<file path="src/rtl/sfp_pkg.sv">
// Shared types and helpers for the sequential normalisation row.
// Width helpers keep the top and the divider agreeing on QW/SW.
package sfp_pkg;

    typedef enum logic [1:0] {
        StIdle,
        StSum,
        StDiv,
        StOut
    } state_e;

    localparam int unsigned AbsW = 64;

    function automatic int unsigned qw_f(input int unsigned bw, input int unsigned frac);
        return bw + frac;
    endfunction

    function automatic int unsigned sw_f(input int unsigned bw, input int unsigned col);
        return bw + $clog2(col);
    endfunction

    // Wide magnitude; callers sign-extend in and truncate out, so the most
    // negative value maps to its exact unsigned magnitude.
    function automatic logic [AbsW-1:0] abs_f(input logic signed [AbsW-1:0] x);
        return x[AbsW-1] ? -x : x;
    endfunction

endpackage

</file>
<file path="src/rtl/sfp_norm_seq_if.sv">
// Input-vector and result handshake bundle for sfp_norm_seq.
interface sfp_norm_seq_if #(
    parameter int unsigned COL     = 8,
    parameter int unsigned BW_PSUM = 20
);
    logic                     in_valid;
    logic                     in_ready;
    logic                     sign_keep;
    logic [COL*BW_PSUM-1:0]   sfp_in;
    logic                     out_valid;
    logic                     out_ready;
    logic [COL*BW_PSUM-1:0]   sfp_out;
    logic                     div_zero;

    modport master (
        output in_valid, sign_keep, sfp_in, out_ready,
        input  in_ready, out_valid, sfp_out, div_zero
    );

    modport slave (
        input  in_valid, sign_keep, sfp_in, out_ready,
        output in_ready, out_valid, sfp_out, div_zero
    );
endinterface

</file>
<file path="src/rtl/sfp_seq_div.sv">
// Restoring divider, one quotient bit per cycle, QW cycles per division.
// The start cycle performs the first step, so done pulses on the QW-th cycle.
module sfp_seq_div #(
    parameter int unsigned QW = 28,
    parameter int unsigned SW = 23
) (
    input  logic          clk,
    input  logic          reset,
    input  logic          start,
    input  logic [QW-1:0] dividend,
    input  logic [SW-1:0] divisor,
    output logic          busy,
    output logic          done,
    output logic [QW-1:0] quotient
);
    localparam int unsigned CntW = $clog2(QW + 1);

    logic [SW-1:0]   rem_q, rem_d, rem_src, rem_step;
    logic [QW-1:0]   acc_q, acc_d, acc_src, acc_step;
    logic [CntW-1:0] cnt_q, cnt_d;
    logic            busy_q, busy_d;
    logic [SW:0]     trial, diff;
    logic            ge;

    always_comb begin
        rem_src  = busy_q ? rem_q : '0;
        acc_src  = busy_q ? acc_q : dividend;
        trial    = {rem_src, acc_src[QW-1]};
        ge       = trial >= {1'b0, divisor};
        diff     = trial - {1'b0, divisor};
        rem_step = ge ? SW'(diff) : SW'(trial);
        acc_step = {acc_src[QW-2:0], ge};

        rem_d  = rem_q;
        acc_d  = acc_q;
        cnt_d  = cnt_q;
        busy_d = busy_q;
        done   = 1'b0;
        if (busy_q) begin
            rem_d = rem_step;
            acc_d = acc_step;
            cnt_d = cnt_q + CntW'(1);
            if (cnt_q == CntW'(QW - 1)) begin
                busy_d = 1'b0;
                done   = 1'b1;
            end
        end else if (start) begin
            rem_d  = rem_step;
            acc_d  = acc_step;
            cnt_d  = CntW'(1);
            busy_d = 1'b1;
        end
    end

    always_ff @(posedge clk) begin
        if (reset) begin
            rem_q  <= '0;
            acc_q  <= '0;
            cnt_q  <= '0;
            busy_q <= 1'b0;
        end else begin
            rem_q  <= rem_d;
            acc_q  <= acc_d;
            cnt_q  <= cnt_d;
            busy_q <= busy_d;
        end
    end

    assign busy     = busy_q;
    assign quotient = acc_step;

endmodule

</file>
<file path="src/rtl/sfp_norm_seq.sv">
// Normalises |x_c| * 2^FRAC by the vector's sum of magnitudes, one column at a
// time through a shared iterative divider.
module sfp_norm_seq
    import sfp_pkg::*;
#(
    parameter int unsigned COL     = 8,
    parameter int unsigned BW_PSUM = 20,
    parameter int unsigned FRAC    = 8
) (
    input  logic          clk,
    input  logic          reset,
    sfp_norm_seq_if.slave bus
);
    localparam int unsigned QW = qw_f(BW_PSUM, FRAC);
    localparam int unsigned SW = sw_f(BW_PSUM, COL);
    localparam int unsigned CW = (COL > 1) ? $clog2(COL) : 1;

    logic signed [BW_PSUM-1:0] x_in   [COL];
    logic        [BW_PSUM-1:0] abs_in [COL];

    state_e               state_q, state_d;
    logic [BW_PSUM-1:0]   abs_q [COL];
    logic [BW_PSUM-1:0]   abs_d [COL];
    logic [BW_PSUM-1:0]   out_q [COL];
    logic [BW_PSUM-1:0]   out_d [COL];
    logic [COL-1:0]       sign_q, sign_d;
    logic                 keep_q, keep_d;
    logic [SW-1:0]        sum_q, sum_d, sum_w;
    logic [CW-1:0]        col_q, col_d;
    logic                 zero_q, zero_d;

    logic                 div_start, div_busy, div_done;
    logic [QW-1:0]        div_dvd, div_quo;
    logic [BW_PSUM-1:0]   q_res;

    always_comb begin
        for (int c = 0; c < COL; c++) begin
            x_in[c]   = bus.sfp_in[c*BW_PSUM +: BW_PSUM];
            abs_in[c] = BW_PSUM'(abs_f(AbsW'(x_in[c])));
        end
    end

    always_comb begin
        sum_w = '0;
        for (int c = 0; c < COL; c++) sum_w = sum_w + SW'(abs_q[c]);
    end

    assign div_dvd = QW'(abs_q[col_q]) << FRAC;
    // Quotient never exceeds 2^FRAC, so the low BW_PSUM bits hold it exactly.
    assign q_res   = BW_PSUM'(div_quo);

    sfp_seq_div #(
        .QW (QW),
        .SW (SW)
    ) u_div (
        .clk      (clk),
        .reset    (reset),
        .start    (div_start),
        .dividend (div_dvd),
        .divisor  (sum_q),
        .busy     (div_busy),
        .done     (div_done),
        .quotient (div_quo)
    );

    always_comb begin
        state_d   = state_q;
        abs_d     = abs_q;
        out_d     = out_q;
        sign_d    = sign_q;
        keep_d    = keep_q;
        sum_d     = sum_q;
        col_d     = col_q;
        zero_d    = zero_q;
        div_start = 1'b0;
        unique case (state_q)
            StIdle: begin
                if (bus.in_valid) begin
                    for (int c = 0; c < COL; c++) begin
                        abs_d[c]  = abs_in[c];
                        sign_d[c] = x_in[c][BW_PSUM-1];
                    end
                    keep_d  = bus.sign_keep;
                    state_d = StSum;
                end
            end
            StSum: begin
                sum_d = sum_w;
                if (sum_w == '0) begin
                    for (int c = 0; c < COL; c++) out_d[c] = '0;
                    zero_d  = 1'b1;
                    state_d = StOut;
                end else begin
                    col_d   = '0;
                    state_d = StDiv;
                end
            end
            StDiv: begin
                div_start = !div_busy;
                if (div_done) begin
                    out_d[col_q] = (keep_q && sign_q[col_q]) ? -q_res : q_res;
                    if (col_q == CW'(COL - 1)) state_d = StOut;
                    else                       col_d   = col_q + CW'(1);
                end
            end
            StOut: begin
                if (bus.out_ready) begin
                    zero_d  = 1'b0;
                    state_d = StIdle;
                end
            end
            default: state_d = StIdle;
        endcase
    end

    always_ff @(posedge clk) begin
        if (reset) begin
            state_q <= StIdle;
            for (int c = 0; c < COL; c++) begin
                abs_q[c] <= '0;
                out_q[c] <= '0;
            end
            sign_q <= '0;
            keep_q <= 1'b0;
            sum_q  <= '0;
            col_q  <= '0;
            zero_q <= 1'b0;
        end else begin
            state_q <= state_d;
            abs_q   <= abs_d;
            out_q   <= out_d;
            sign_q  <= sign_d;
            keep_q  <= keep_d;
            sum_q   <= sum_d;
            col_q   <= col_d;
            zero_q  <= zero_d;
        end
    end

    assign bus.in_ready  = (state_q == StIdle);
    assign bus.out_valid = (state_q == StOut);
    assign bus.div_zero  = zero_q;

    for (genvar g = 0; g < COL; g++) begin : g_pack
        assign bus.sfp_out[g*BW_PSUM +: BW_PSUM] = out_q[g];
    end

endmodule

</file>
<file path="src/flat_wrapper.sv">
// flat-port wrapper written by rule: the top's interface ports become plain ports
module sfp_norm_seq_flat import sfp_pkg::*;
#(
    parameter int unsigned COL     = 8,
    parameter int unsigned BW_PSUM = 20,
    parameter int unsigned FRAC    = 8
)
  (clk, reset, bus_in_valid, bus_sign_keep, bus_sfp_in, bus_out_ready, bus_in_ready, bus_out_valid, bus_sfp_out, bus_div_zero);
  sfp_norm_seq_if #(.COL(COL), .BW_PSUM(BW_PSUM)) bus_i ();
  input  logic clk;
  input  logic reset;
  input wire logic [$bits(bus_i.in_valid)-1:0] bus_in_valid;
  input wire logic [$bits(bus_i.sign_keep)-1:0] bus_sign_keep;
  input wire logic [$bits(bus_i.sfp_in)-1:0] bus_sfp_in;
  input wire logic [$bits(bus_i.out_ready)-1:0] bus_out_ready;
  output wire logic [$bits(bus_i.in_ready)-1:0] bus_in_ready;
  output wire logic [$bits(bus_i.out_valid)-1:0] bus_out_valid;
  output wire logic [$bits(bus_i.sfp_out)-1:0] bus_sfp_out;
  output wire logic [$bits(bus_i.div_zero)-1:0] bus_div_zero;
  assign bus_i.in_valid = bus_in_valid;
  assign bus_i.sign_keep = bus_sign_keep;
  assign bus_i.sfp_in = bus_sfp_in;
  assign bus_i.out_ready = bus_out_ready;
  assign bus_in_ready = bus_i.in_ready;
  assign bus_out_valid = bus_i.out_valid;
  assign bus_sfp_out = bus_i.sfp_out;
  assign bus_div_zero = bus_i.div_zero;
  sfp_norm_seq #(.COL(COL), .BW_PSUM(BW_PSUM), .FRAC(FRAC)) u_core (.clk(clk), .reset(reset), .bus(bus_i));
endmodule
</file>
<file path="config.mk">
export PLATFORM = sky130hd
export DESIGN_NAME = sfp_norm_seq_flat
export DESIGN_NICKNAME = d
export VERILOG_FILES = /design/src/rtl/sfp_pkg.sv /design/src/rtl/sfp_norm_seq_if.sv /design/src/rtl/sfp_seq_div.sv /design/src/rtl/sfp_norm_seq.sv /design/src/flat_wrapper.sv
export SDC_FILE = /design/constraint.sdc
export NUM_CORES = 1
export LEC_CHECK = 0
export ABC_AREA = 1
export CAP_MARGIN = 20
export CORE_ASPECT_RATIO = 0.9
export CORE_MARGIN = 5
export CORE_UTILIZATION = 60
export DETAILED_ROUTE_END_ITERATION = 10
export PLACE_DENSITY_LB_ADDON = 0.2
export SLEW_MARGIN = 20
export SYNTH_ARGS = -nofsm -noshare
export SYNTH_HDL_FRONTEND = slang
export SYNTH_HIERARCHICAL = 1
export SYNTH_SLANG_ARGS = --single-unit
</file>
<file path="constraint.sdc">
create_clock -name clk -period 7.45 [get_ports clk]
set_input_delay 1.49 -clock clk [delete_from_list [all_inputs] [get_ports clk]]
set_output_delay 1.49 -clock clk [all_outputs]
set_load 0.01 [all_outputs]
</file>
==> reports/qor.csv <==
metric,value,unit
status,finished clean,
core-area,45200,sq um
power_leakage,15.3,nW
worstHoldStart,u_core/u_div/rem_q[4],
critPathKind,reg -> reg,
nNetsFinal,4623,
rsz0062_at_grt,false,
path_delay_family,adder cells,
critPathLaunchType,flip-flop,
h-tree-depth,2,
port-buffer-count,327,
place_hpwl,68000,microns
setup_tns,0,ps
p_per_area,537,nW/um^2
post-cts-setup-buffers,0,
yosysWarnings,6,
maxCapViolCount,0,
reg2reg_setup_slack,1170,ps
hold_path.class,reg -> reg,
route.detailed.drc,0,
drv_slew,0,
first_pass_iters,6,
max_stage_delay,720,ps
dp.cells,4840,
grt_max_degree,152,
slew_headroom,0.268,
path_buf_inv,6,
ys.flop_type,dfxtp_1,
finalSetupViolations,0,
yosysSeqAreaShare,0.304,
cts-root-buf,clkbuf_16,
cts_hold_buf,0,
cp-end-kind,flip-flop,
min_path_cells,2,
vias,27700,
fp.dieH,212,microns
final_util,0.716,
clock-sinks,415,
drive_above_1_share,0.0376,
layoutNonFillerInstCount,4922,
synth_top_cell_by_area,dfxtp_1,
yosys_register_bits,415,
grt_antenna_before_repair,6,
finClkSkew,20.6,ps
ys_types,52,
cts_resized,0,
clkTransAtPathRegs,60,ps
cts_tree,done,
place.gp.congestion,1.00,
grt_pass1_wl,139000,microns
drt-initial-drc-count,3465,
synth-edff-count,0,
initial_core_util,0.605,
r2r_end,u_core/bus.sfp_out[84],
grt-ovfl-total,0,
ant_nets,0,
tightest_slew,1100,ps
insertion_delay,580,ps
hold_slack,457,ps
area_growth,18.4,%
path_depth,27,
wl,90800,microns
grt_usage,0.345,
period_minus_slack,6280,ps
crit_path_max_fanout,39,
wire_per_inst,18.5,microns
power,0.0174,W
crit_slowest_cell,nand3_2,
post-route-period-util,0.842,
required,7920,ps
arrival,6740,ps
ir_drop,0.512,mV
synthArstFlopShare,0,
netlist_area,27300,sq um
fmax,159,MHz
synth_top_area_frac,0.304,
syn_area_per_cell,6.74,sq um
r2r_cells,27,
r2r-start,u_core/abs_q[2],
dieArea,49900,sq um
rows,74,
yosys-top-cells-area,"dfxtp_1 (30%), nand2_1 (13%), inv_1 (10%)",
hold_violations,0,
synthesis.instances,4055,
cts_made_buffers,44,
vias_per_cell,5.63,
num_io_pins,328,
grt_pass1_vias,25200,
cpMostUsedCell,nand2_1,
cts_buffer_depth,3,
hold_path_end,u_core/u_div/rem_q[4],
dieWidth,235,microns
-- sequential cells by signal, indices dropped and copies added, names as in the netlist, 3 cells and up --
register and count:
u_core/abs_q 160, u_core/bus.sfp_out 160, u_core/u_div/acc_q 28, u_core/sum_q 23, u_core/u_div/rem_q 23, u_core/sign_q 8, u_core/u_div/cnt_q 5, u_core/col_q 3
-- metal layers --
metal	routed length, microns	vias up	global-route usage
li1	-	13300	-
met1	36600	12800	0.451
met2	41600	1313	0.565
met3	7910	273	0.0578
met4	4600	6	0.162
met5	36	-	0
-- worst max-delay path by stage --
stage	from	to	slack [ps]
after floorplan	u_core/abs_q[2]	u_core/bus.sfp_out[18]	2670
after global placement	u_core/abs_q[33]	u_core/bus.sfp_out[23]	1570
after detailed placement	u_core/abs_q[2]	u_core/bus.sfp_out[36]	1430
after CTS	u_core/abs_q[2]	u_core/bus.sfp_out[27]	1310
after global routing	u_core/abs_q[2]	u_core/bus.sfp_out[84]	820
final	u_core/abs_q[2]	u_core/bus.sfp_out[84]	1170
-- worst reg2reg max path, stage by stage (launching register included) --
cell     delay, ps
dfxtp_1        350
inv_1           70
fa_1           640
inv_1           90
fa_1           530
fa_1           570
inv_1           60
fa_1           470
inv_1           80
ha_1           170
inv_1           60
fa_1           400
inv_1          110
nand2_1         60
nand2_1         80
nand3_1         90
nand2_1        100
nand2_1         90
nand2_1         90
nand2_1         50
nand2_1        100
nand3_1        100
nor2_2         140
nand3_2        100
nand2_4        320
nand3_2        730
a21oi_1        450
nor2_1          70
-- final cells by class --
type / count / area, sq um
tap: 608 / 761
sequential: 415 / 8310
clock inverter: 11 / 178
multi-input combinational: 2690 / 15400
inverter: 768 / 2890
antenna: 3 / 7.51
clock buffer: 68 / 1320
fill: 3802 / 12800
timing repair buffer: 359 / 3520
-- cells by family (layout without fill, tap and decap cells) --
family	after synthesis	after routing	share of synthesized area
other cells	1	11	0.000137
fa+ha+maj	180	180	0.115
simple gates	1682	1682	0.256
flops	415	415	0.304
buf+inv	957	1206	0.136
xor+xnor	101	101	0.0324
compound gates	719	719	0.156
-- power by group --
part	internal [W]	switching, W
combinational	0.00405	0.00784
clock	0.00136	0.000934
sequential	0.00276	0.000437
-- metrics by stage --
| stage | cell area (sq um) | setup slack (ps) |
|---|---|---|
| 2_1_floorplan | 27300 | 2670 |
| 3_5_place_dp | 30800 | 1430 |
| 5_1_grt | 32300 | 816 |
| 3_3_place_gp | 30800 | 1570 |
| 6_report | 32300 | 1170 |
| 4_1_cts | 32300 | 1310 |
-- cell usage after synthesis, types with 3 or more instances --
library cell and count:
a211oi_1 3, a21o_1 3, a21oi_1 323, a221oi_1 21, a22o_1 27, a22oi_1 13
a31oi_1 4, buf_1 10, buf_2 17, buf_4 6, buf_6 11, clkbuf_1 144
clkinv_1 6, dfxtp_1 415, fa_1 120, ha_1 60, inv_1 732, inv_2 30
nand2_1 951, nand2_2 7, nand3_1 120, nand3_2 6, nand3b_1 3, nand4_1 112
nor2_1 388, nor2_2 3, nor3_1 68, nor4_1 5, o2111ai_1 9, o211ai_1 44
o21ai_0 176, o21ai_1 3, o21bai_1 4, o221ai_1 57, o22ai_1 20, o31ai_1 9
or2_2 6, or4_1 3, xnor2_1 47, xor2_1 54
-- placed cells by master (no fill, tap or decap), types with 20 or more instances in the layout --
master,instances
a21oi_1,322
a221oi_1,21
a22o_1,27
buf_4,32
clkbuf_16,46
clkdlybuf4s50_1,326
dfxtp_1,414
fa_1,120
ha_1,60
inv_1,731
inv_2,29
nand2_1,950
nand3_1,120
nand4_1,112
nor2_1,386
nor3_1,66
o211ai_1,44
o21ai_0,176
o221ai_1,57
o22ai_1,20
xnor2_1,47
xor2_1,54
(Power assumes the default switching activity.)
